`src/rtl/pc_fetch_unit_if.sv`:
```
// Instruction-memory request/ready channel between the fetch unit (master) and memory (slave).
interface pc_fetch_unit_if #(
    parameter int unsigned XLEN = 32
);
    logic            imem_req;
    logic [XLEN-1:0] imem_addr;
    logic            imem_ready;
    logic [31:0]     imem_rdata;

    modport master (
        output imem_req,
        output imem_addr,
        input  imem_ready,
        input  imem_rdata
    );

    modport slave (
        input  imem_req,
        input  imem_addr,
        output imem_ready,
        output imem_rdata
    );
endinterface

```
`src/rtl/pc_fetch_unit.sv`:
```
// Next-PC computation, architectural PC register and instruction-fetch handshake.
// Optional macro PERF_CNT_EN adds retire_cnt/redirect_cnt performance counters.
module pc_fetch_unit #(
    parameter int unsigned     XLEN     = 32,
    parameter logic [XLEN-1:0] RESET_PC = '0
) (
    input  logic              clk,
    input  logic              rst_n,
    input  logic              PCAsrc,
    input  logic              PCBsrc,
    input  logic [XLEN-1:0]   imm,
    input  logic [XLEN-1:0]   rs1,
    input  logic              commit,
    pc_fetch_unit_if.master   imem,
    output logic [XLEN-1:0]   pc,
    output logic [31:0]       instr,
    output logic              instr_valid,
    output logic              misalign
`ifdef PERF_CNT_EN
    ,
    output logic [63:0]       retire_cnt,
    output logic [31:0]       redirect_cnt
`endif
);

    localparam logic [31:0] NOP_INSTR = 32'h0000_0013;

    typedef enum logic [1:0] {
        S_BOOT,
        S_FETCH,
        S_EXEC,
        S_TRAP
    } state_e;

    state_e          state_q, state_d;
    logic [XLEN-1:0] pc_q, pc_d;
    logic [31:0]     instr_q, instr_d;
    logic            valid_q, valid_d;
    logic            req_q, req_d;
    logic            misalign_q, misalign_d;
    logic [XLEN-1:0] base, offset, target;

`ifdef PERF_CNT_EN
    logic [63:0] retire_q, retire_d;
    logic [31:0] redirect_q, redirect_d;
`endif

    // Branch/jump target; jalr clears bit 0 before the alignment check.
    always_comb begin
        offset = PCAsrc ? imm : XLEN'(4);
        base   = PCBsrc ? rs1 : pc_q;
        target = base + offset;
        if (PCAsrc && PCBsrc) begin
            target[0] = 1'b0;
        end
    end

    always_comb begin
        state_d    = state_q;
        pc_d       = pc_q;
        instr_d    = instr_q;
        valid_d    = valid_q;
        req_d      = 1'b0;
        misalign_d = misalign_q;
`ifdef PERF_CNT_EN
        retire_d   = retire_q;
        redirect_d = redirect_q;
`endif
        unique case (state_q)
            S_BOOT: begin
                state_d = S_FETCH;
                req_d   = 1'b1;
            end
            S_FETCH: begin
                if (imem.imem_ready) begin
                    instr_d = imem.imem_rdata;
                    valid_d = 1'b1;
                    state_d = S_EXEC;
                end else begin
                    req_d = 1'b1;
                end
            end
            S_EXEC: begin
                if (commit) begin
                    valid_d = 1'b0;
                    if (target[1]) begin
                        misalign_d = 1'b1;
                        state_d    = S_TRAP;
                    end else begin
                        pc_d    = target;
                        req_d   = 1'b1;
                        state_d = S_FETCH;
`ifdef PERF_CNT_EN
                        retire_d = retire_q + 64'd1;
                        if (PCAsrc || PCBsrc) begin
                            redirect_d = redirect_q + 32'd1;
                        end
`endif
                    end
                end
            end
            S_TRAP: begin
                valid_d = 1'b0;
            end
            default: begin
                state_d = S_BOOT;
            end
        endcase
    end

    // Outputs are all registered, so reset clears them (including imem_req) asynchronously.
    always_ff @(posedge clk or negedge rst_n) begin
        if (!rst_n) begin
            state_q    <= S_BOOT;
            pc_q       <= RESET_PC;
            instr_q    <= NOP_INSTR;
            valid_q    <= 1'b0;
            req_q      <= 1'b0;
            misalign_q <= 1'b0;
`ifdef PERF_CNT_EN
            retire_q   <= 64'd0;
            redirect_q <= 32'd0;
`endif
        end else begin
            state_q    <= state_d;
            pc_q       <= pc_d;
            instr_q    <= instr_d;
            valid_q    <= valid_d;
            req_q      <= req_d;
            misalign_q <= misalign_d;
`ifdef PERF_CNT_EN
            retire_q   <= retire_d;
            redirect_q <= redirect_d;
`endif
        end
    end

    assign imem.imem_req  = req_q;
    assign imem.imem_addr = pc_q;
    assign pc             = pc_q;
    assign instr          = instr_q;
    assign instr_valid    = valid_q;
    assign misalign       = misalign_q;
`ifdef PERF_CNT_EN
    assign retire_cnt     = retire_q;
    assign redirect_cnt   = redirect_q;
`endif

endmodule
```
`src/flat_wrapper.sv`:
```
// flat-port wrapper written by rule: the top's interface ports become plain ports
module pc_fetch_unit_flat 
#(
    parameter int unsigned     XLEN     = 32,
    parameter logic [XLEN-1:0] RESET_PC = '0
)
  (clk, rst_n, PCAsrc, PCBsrc, imm, rs1, commit, pc, instr, instr_valid, misalign, imem_imem_req, imem_imem_addr, imem_imem_ready, imem_imem_rdata);
  pc_fetch_unit_if #(.XLEN(XLEN)) imem_i ();
  input  logic clk;
  input  logic rst_n;
  input  logic PCAsrc;
  input  logic PCBsrc;
  input  logic [XLEN-1:0] imm;
  input  logic [XLEN-1:0] rs1;
  input  logic commit;
  output logic [XLEN-1:0] pc;
  output logic [31:0] instr;
  output logic instr_valid;
  output logic misalign;
  output wire logic [$bits(imem_i.imem_req)-1:0] imem_imem_req;
  output wire logic [$bits(imem_i.imem_addr)-1:0] imem_imem_addr;
  input wire logic [$bits(imem_i.imem_ready)-1:0] imem_imem_ready;
  input wire logic [$bits(imem_i.imem_rdata)-1:0] imem_imem_rdata;
  assign imem_imem_req = imem_i.imem_req;
  assign imem_imem_addr = imem_i.imem_addr;
  assign imem_i.imem_ready = imem_imem_ready;
  assign imem_i.imem_rdata = imem_imem_rdata;
  pc_fetch_unit #(.XLEN(XLEN), .RESET_PC(RESET_PC)) u_core (.clk(clk), .rst_n(rst_n), .PCAsrc(PCAsrc), .PCBsrc(PCBsrc), .imm(imm), .rs1(rs1), .commit(commit), .imem(imem_i), .pc(pc), .instr(instr), .instr_valid(instr_valid), .misalign(misalign));
endmodule
```
`config.mk`:
```
export PLATFORM = sky130hd
export DESIGN_NAME = pc_fetch_unit_flat
export DESIGN_NICKNAME = d
export VERILOG_FILES = /design/src/rtl/pc_fetch_unit_if.sv /design/src/rtl/pc_fetch_unit.sv /design/src/flat_wrapper.sv
export SDC_FILE = /design/constraint.sdc
export NUM_CORES = 1
export LEC_CHECK = 0
export BUFFER_PORTS_ARGS = -buffer_cell sky130_fd_sc_hd__buf_2
export CAP_MARGIN = 30
export CORE_ASPECT_RATIO = 0.8
export CORE_MARGIN = 4
export CORE_UTILIZATION = 50
export DETAILED_ROUTE_END_ITERATION = 6
export PLACE_DENSITY = 0.84
export SYNTH_ARGS = -nofsm -noshare
export SYNTH_HDL_FRONTEND = slang
export SYNTH_SLANG_ARGS = --single-unit
export TNS_END_PERCENT = 50
```
`constraint.sdc`:
```
create_clock -name clk -period 3.05 [get_ports clk]
set_input_delay 0.61 -clock clk [delete_from_list [all_inputs] [get_ports clk]]
set_output_delay 0.61 -clock clk [all_outputs]
set_load 0.05 [all_outputs]
```
After elaboration in Yosys (flattened, before gate mapping)
Cells that the tools add are included.

storage, ports and cells
  input port bits = 102
  flip-flop bits (word level) = 68
  word-level logic and storage cells = 36

cells by class
  muxes and demuxes = 14
  bitwise operators = 1
  $add $sub $neg = 1
  reduce and logical (&&, ||, !) cells = 9
  eq/ne operators = 5

operators with widths
  cell                                                             count
  32-bit 2-to-1 mux                                                2
  32-bit adder                                                     1
  3-bit AND reduction                                              4
  1-bit 2-to-1 mux                                                 6
  2-bit 2-to-1 mux                                                 3
  1-bit one-hot mux with 3 select lines                            2
  2-bit one-hot mux with 3 select lines                            1
  3-bit nonzero test                                               2
  2-bit == test, second input constant                             2
  2-bit inequality test, second input constant                     2
  2-bit by 1-bit == test with 1-bit output, second input constant  1
  2-bit logical NOT                                                1
  2-bit AND reduction                                              1
  1-bit logical AND                                                1
  1-bit inverter                                                   1

Logic depth before layout (Yosys ltp)
Gate-level depths: netlist (run 1).

  depth after elaboration = 5
  depth in mapped cells = 12
  depth with buffers taken out = 10

Worst setup path after synthesis (run 1)
Ideal clock, no wire load.

  kind = in2reg
  start point = input PCBsrc
  end point = register u_core.pc_q[27] (netlist: u_core.imem.imem_addr[27])
  data required time = 2.924 ns
  arrival = 3.361 ns
  stages = 12
  buffers on the path = 3
  slack = -0.436 ns
  library setup time = 0.126 ns
  cells stage by stage = clkbuf_1 clkbuf_1 mux2_2 ha_1 buf_6 a21o_1 a31oi_1 nor2_1 a211o_1 o2111a_1 or2_1 a221o_1

between the ends
  word-level cells in the longest chain between the ends = 4

ends and longest elaborated chain
  what                                  RTL line              text
  from (decl)                           flat_wrapper.sv:12    input logic PCBsrc;
  32-bit 2-to-1 mux *                   pc_fetch_unit.sv:51   base = PCBsrc ? rs1 : pc_q;
  32-bit adder *                        pc_fetch_unit.sv:52   target = base + offset;
  1-bit inverter (no source line)       --
  3-bit AND reduction (no source line)  --
  to (signal assigned)                  pc_fetch_unit.sv:126  pc_q <= pc_d;
  to (decl)                             pc_fetch_unit.sv:36   logic [XLEN-1:0] pc_q, pc_d;

Mark *: on every way between the ends. The rest lies on a longest branch, timed or not.
A chain may end at the register's enable or synchronous reset.

Final worst setup path (run 1)
Same ends and word-level chain as after synthesis.

==> flow_summary.json, run 1 <==
{
  "multi_input_area_um2": 3120,
  "synth_compound_area_frac": 0.170,
  "area_growth_syn_to_layout_pct": 34.8,
  "peakVddDrop_mv": 0.622,
  "path_class": "primary input to flip-flop",
  "grt_pass1_wl_mm": 24.5,
  "yosysMostFrequentCell": "dfrtp_1",
  "pin_count": 201,
  "slowest_stage": "mux2_2",
  "synth.top_cell.area_share": 0.313,
  "muxShareOfSynthArea": 0.144,
  "synth_fa_ha_area_frac": 0.0880,
  "power.leakage_uw": 0.00364,
  "hold_viol": 0,
  "yosys-top-cells-count": "65 x dfrtp_1, 63 x mux2_2, 57 x nand2_1, 38 x o21ai_0, 37 x and2_1",
  "h-tree-depth": 3,
  "gr-usage-all-layers": 0.248,
  "layout-drive-gt1-share": 0.479,
  "fillers": 821,
  "fin_total_pwr_uw": 7610,
  "clkSlewWorstSetupHoldPaths_ns": 0.06,
  "cp_slowest_stage_delay_ns": 0.34,
  "clock_skew_ns": 0.0129,
  "syn_area_um2": 5200,
  "cts_tree": "done",
  "cts_max_path_buffers": 2,
  "coreArea_um2": 10200,
  "cp-start-kind": "primary input",
  "fmax_mhz": 339,
  "ys_seq_elements": 68,
  "cts_root_buffer": "clkbuf_16",
  "ys.flop_type": "dfrtp_1",
  "synth-xor-area-share": 0.0337,
  "die_w_um": 122,
  "period_share": 0.968,
  "ys_top_cells_by_area": "dfrtp_1 31%, mux2_2 14%, ha_1 8.4%, buf_4 4.8%, and2_1 4.4%",
  "gp_congestion": 0.978,
  "seq_area_frac_synth": 0.328,
  "vias": 5118,
  "outcome": "finished, final reports clean",
  "crit_buf_inv": 3,
  "drc": 0,
  "crit_chain": "clkbuf_4 > buf_12 > mux2_2 > ha_1 > o21a_1 > o2111ai_2 > a211oi_2 > buf_4 > o2111a_1 > or2_1 > a221o_1",
  "vias_per_cell": 5.43,
  "avgSynthCellArea_um2": 9.31,
  "initial_core_util": 0.510,
  "dp_slack_ns": -0.298,
  "finalSetupViolations": 0,
  "dp_hpwl_mm": 12.2,
  "overflow": 0,
  "crit_arrival_ns": 3.16,
  "core.rowCount": 33,
  "wirelength_mm": 15.2,
  "ys_async_sr_fraction": 1.00,
  "grt_max_degree": 33,
  "dr.pass1.iters": 5,
  "clock-sinks": 68,
  "syn_inst": 559,
  "hold_class": "primary input to async pin",
  "worst_slack_ns": 0.0966,
  "die_h_um": 99.3,
  "drv_cap": 0,
  "antenna_cells": 0,
  "grt_pass1_vias": 5103,
  "critPathMaxFanout": 17,
  "worstMarginPinSlew_ns": 0.733,
  "cts_buffers": 9,
  "nNetsFinal": 935,
  "synth_top_family_by_area": "compound AO/OA/AOI/OAI gates",
  "io_buffers": 198,
  "synth_simple_gate_area_share": 0.155,
  "cts_resized": 0,
  "tns_ns": 0,
  "die-area_um2": 12100,
  "drt_iter0_drc": 336,
  "antenna_found_initial": 0,
  "slew_headroom": 0.511,
  "hold_buffers": 0,
  "ys_warn_count": 0,
  "power_density_nw_per_um2": 1090,
  "ant_nets": 0,
  "synth_edf_count": 0,
  "seq_area_um2": 1710,
  "crit_family": "compound AO/OA/AOI/OAI gates",
  "cp-end-kind": "flip-flop",
  "cts_setup_buffers": 0,
  "min_period_ns": 2.95,
  "holdWs_ns": 0.337,
  "wl_per_cell_um": 16.2,
  "synth.largest_area_cell": "dfrtp_1",
  "finalMaxSlewViolations": 0,
  "insertion_delay_ns": 0.33,
  "required_ns": 3.26,
  "synthDistinctLibCells": 56
}
[final cells by class]
class | instances | area share
clock buffer | 9 | 0.0321
clock inverter | 7 | 0.0107
inverter | 11 | 0.00589
multi-input combinational | 424 | 0.445
sequential | 68 | 0.243
tap | 140 | 0.0250
timing repair buffer | 283 | 0.238
[sequential cells by signal (all words and copies together), names as in the netlist]
| name | count |
|---|---|
| u_core.instr | 32 |
| u_core.imem.imem_addr | 31 |
| u_core.state_q | 2 |
| u_core.imem.imem_req | 1 |
| u_core.instr_valid | 1 |
| u_core.misalign | 1 |
[final timing paths]
| check | start | endpoint | slack (ns) | cells after the start |
|---|---|---|---|---|
| worst max-delay path | PCBsrc | u_core.imem.imem_addr[27] | 0.1 | 11 |
| max in group asynchronous | rst_n | u_core.imem.imem_addr[28] | 1.89 | 2 |
| worst min-delay path | rst_n | u_core.imem.imem_addr[17] | 0.34 | 1 |
| worst min register to register | u_core.instr[12] | u_core.instr[12] | 0.50 | 1 |
| min in group clk | u_core.instr[12] | u_core.instr[12] | 0.50 | 1 |
| worst max register to register | u_core.imem.imem_addr[0] | u_core.imem.imem_addr[24] | 0.26 | 10 |
[where the power goes]
group | total (uW) | internal [uW] | switching, uW | leakage, uW
Clock | 1050 | 637 | 415 | 0.000150
Combinational | 4900 | 1480 | 3420 | 0.00266
Sequential | 1660 | 1350 | 312 | 0.000829
[metal layers]
metal	GRT usage	vias to the layer above	share of wire
li1	-	2443	-
met1	0.313	2430	0.42
met2	0.432	225	0.50
met3	0.0483	20	0.070
met4	0.0740	0	0.014
met5	0	-	0
[stage by stage]
stage / instances / utilization / area, um2
4_1_cts: 942 / 0.684 / 6970
3_5_place_dp: 926 / 0.654 / 6670
5_1_grt: 942 / 0.688 / 7020
6_report: 942 / 0.688 / 7020
3_3_place_gp: 926 / 0.654 / 6670
2_1_floorplan: 560 / - / 5250
[cells in the final DEF (no fill, tap or decap), types with 12 or more instances in the layout]
| master | synthesis | final |
|---|---|---|
| dfrtp_1 | 65 | 65 |
| a21oi_1 | 31 | 27 |
| o21ai_0 | 38 | 37 |
| and2_1 | 37 | 37 |
| ha_1 | 35 | 33 |
| nor2_1 | 28 | 28 |
| nand2_1 | 57 | 57 |
| buf_4 | 33 | 82 |
| buf_2 | 0 | 197 |
| mux2_2 | 63 | 63 |
| nand3_1 | 12 | 12 |
[kinds of logic after synthesis]
family,count (synthesis)
AO/OA/AOI/OAI,135
XOR/XNOR,20
adder cells (fa/ha/maj),36
buffers and inverters,68
flip-flops,68
multiplexers,67
other,1
AND/OR/NAND/NOR,164
Power figures use the tool's default switching activity.
==> run 2: changes to the inputs <==
--- a/config.mk
+++ b/config.mk
@@ -5,7 +5,7 @@
 export SDC_FILE = /design/constraint.sdc
 export NUM_CORES = 1
 export LEC_CHECK = 0
-export BUFFER_PORTS_ARGS = -buffer_cell sky130_fd_sc_hd__buf_2
+export BUFFER_PORTS_ARGS = -buffer_cell sky130_fd_sc_hd__buf_4
 export CAP_MARGIN = 30
 export CORE_ASPECT_RATIO = 0.8
 export CORE_MARGIN = 4
==> run 2 against run 1 <==
  * Die area is the same
  * Critical endpoint unchanged
  * First-iteration DRC count shrank 6.8%
  * Highest routed layer unchanged
  * Power grew 5.1%
==> flow_summary.json, run 2 (same netlist as run 1, synthesis figures left out) <==
{
  "outcome": "finished, final reports clean",
  "multi_input_area_um2": 3090,
  "met2_usage": 0.440,
  "grt_pass1_wl_mm": 25.0,
  "peakVddDrop_mv": 0.563,
  "ant_nets": 0,
  "dp_hpwl_mm": 12.3,
  "reg2reg_from": "u_core.imem.imem_addr[0]",
  "grt_max_degree": 69,
  "area_growth_syn_to_layout_pct": 42.2,
  "path_class": "primary input to flip-flop",
  "wirelength_mm": 15.4,
  "initial_core_util": 0.510,
  "hold_viol": 0,
  "pwr-share-clk": 0.135,
  "die_h_um": 99.3,
  "grtUsageMet1": 0.322,
  "cp-start-kind": "primary input",
  "tns_ns": 0,
  "p_int_uw": 3830,
  "core.rowCount": 33,
  "cts_tree": "done",
  "h-tree-depth": 3,
  "p_sw_uw": 4170,
  "final_util": 0.726,
  "final_common_cell": "buf_4",
  "clock-sinks": 68,
  "cts_setup_buffers": 0,
  "grtUsageMet3": 0.0415,
  "swShare": 0.521,
  "worst-r2r-cell-count": 10,
  "cts_resized": 0,
  "hold_buffers": 0,
  "clock_skew_ns": 0.00649,
  "seq_area_um2": 1710,
  "top_usage_layer": "met2",
  "gp_congestion": 0.940,
  "insertion_delay_ns": 0.33,
  "critPathMaxFanout": 6,
  "crit_arrival_ns": 3.16,
  "finalMaxSlewViolations": 0,
  "power_density_nw_per_um2": 1080,
  "startpoint": "PCBsrc",
  "cts_buffers": 9,
  "worstMarginPinSlew_ns": 0.906,
  "drt_iter0_drc": 313,
  "gr-usage-all-layers": 0.252,
  "power.leakage_uw": 0.00373,
  "cts_root_buffer": "clkbuf_16",
  "drc": 0,
  "finalSetupViolations": 0,
  "period_share": 0.965,
  "pin_count": 201,
  "coreArea_um2": 10200,
  "p_seq_frac": 0.212,
  "ff2ff_setup_slack_ns": 0.19,
  "mostFrequentLayoutCells": "272 x buf_4, 65 x dfrtp_1, 63 x mux2_2",
  "io_buffers": 198,
  "largest_register_ffs": 32,
  "drv_cap": 0,
  "cts_max_path_buffers": 2,
  "vias_per_cell": 5.41,
  "antenna_cells": 0,
  "nNetsFinal": 926,
  "fillers": 786,
  "dr.pass1.iters": 5,
  "r2r-end": "u_core.imem.imem_addr[27]",
  "layout-drive-gt1-share": 0.463,
  "hold_class": "primary input to async pin",
  "grt_pass1_vias": 5276,
  "die-area_um2": 12100,
  "rsz0062_at_grt": "yes",
  "clkSlewWorstSetupHoldPaths_ns": 0.06,
  "wl_per_cell_um": 16.5,
  "overflow": 0,
  "power_frac_comb": 0.654,
  "vias": 5047,
  "antenna_found_initial": 0,
  "holdWs_ns": 0.378,
  "die_w_um": 122,
  "min_period_ns": 2.94,
  "cp-end-kind": "flip-flop",
  "slew_headroom": 0.396,
  "required_ns": 3.26,
  "cp-endpoint": "u_core.imem.imem_addr[27]",
  "fmax_mhz": 340
}
run 2: final cells by class:
type | count | share of cell area
multi-input cells | 424 | 0.417
repair buffers | 274 | 0.281
flip-flops and latches | 68 | 0.230
clock buffers | 9 | 0.0304
well taps | 140 | 0.0237
clock inverters | 7 | 0.0110
inverters | 11 | 0.00558
run 2: power by group through the flow:
stage	Sequential, uW	Combinational (uW)	Clock (uW)
after detailed placement	1710	5230	0
after global placement	1670	5130	0
final	1690	5230	1080
after floorplan	3120	2320	0
after global routing	1760	5510	1140
after CTS	1700	5240	1110
run 2: how the worst min path moves through the flow:
stage                               start                        end  slack, ns  cells after the start
after CTS                           rst_n  u_core.imem.imem_addr[18]       0.44                      1
after global routing                rst_n  u_core.imem.imem_addr[18]       0.48                      1
after detailed placement  u_core.misalign            u_core.misalign       0.46                      1
after floorplan                     rst_n   u_core.imem.imem_addr[0]       0.31                      0
final                               rst_n  u_core.imem.imem_addr[17]       0.38                      1
after global placement    u_core.misalign            u_core.misalign       0.46                      1
run 2: through the flow:
stage / cells / power, uW / instance area [um2] / setup WS, ns
floorplan: 560 / 5440 / 5250 / -0.0609
global placement: 917 / 6810 / 7090 / -0.117
detailed placement: 917 / 6940 / 7090 / -0.209
CTS: 933 / 8050 / 7400 / 0.122
global route: 933 / 8410 / 7400 / -0.00671
finish: 933 / 8000 / 7400 / 0.105
run 2: metal layers:
layer / part of all wire / vias to the layer above
met5: 0 / -
li1: - / 2425
met4: 0.018 / 0
met3: 0.065 / 25
met2: 0.49 / 193
met1: 0.42 / 2404
run 2: critical path, stage by stage:
cell and delay [ns]:
buf_4 0.15, buf_4 0.14, mux2_2 0.33, ha_1 0.21, a211oi_1 0.31, o211ai_2 0.16, o2111ai_1 0.14, a211oi_1 0.12
buf_4 0.16, o2111a_1 0.28, or2_1 0.24, a221o_1 0.30
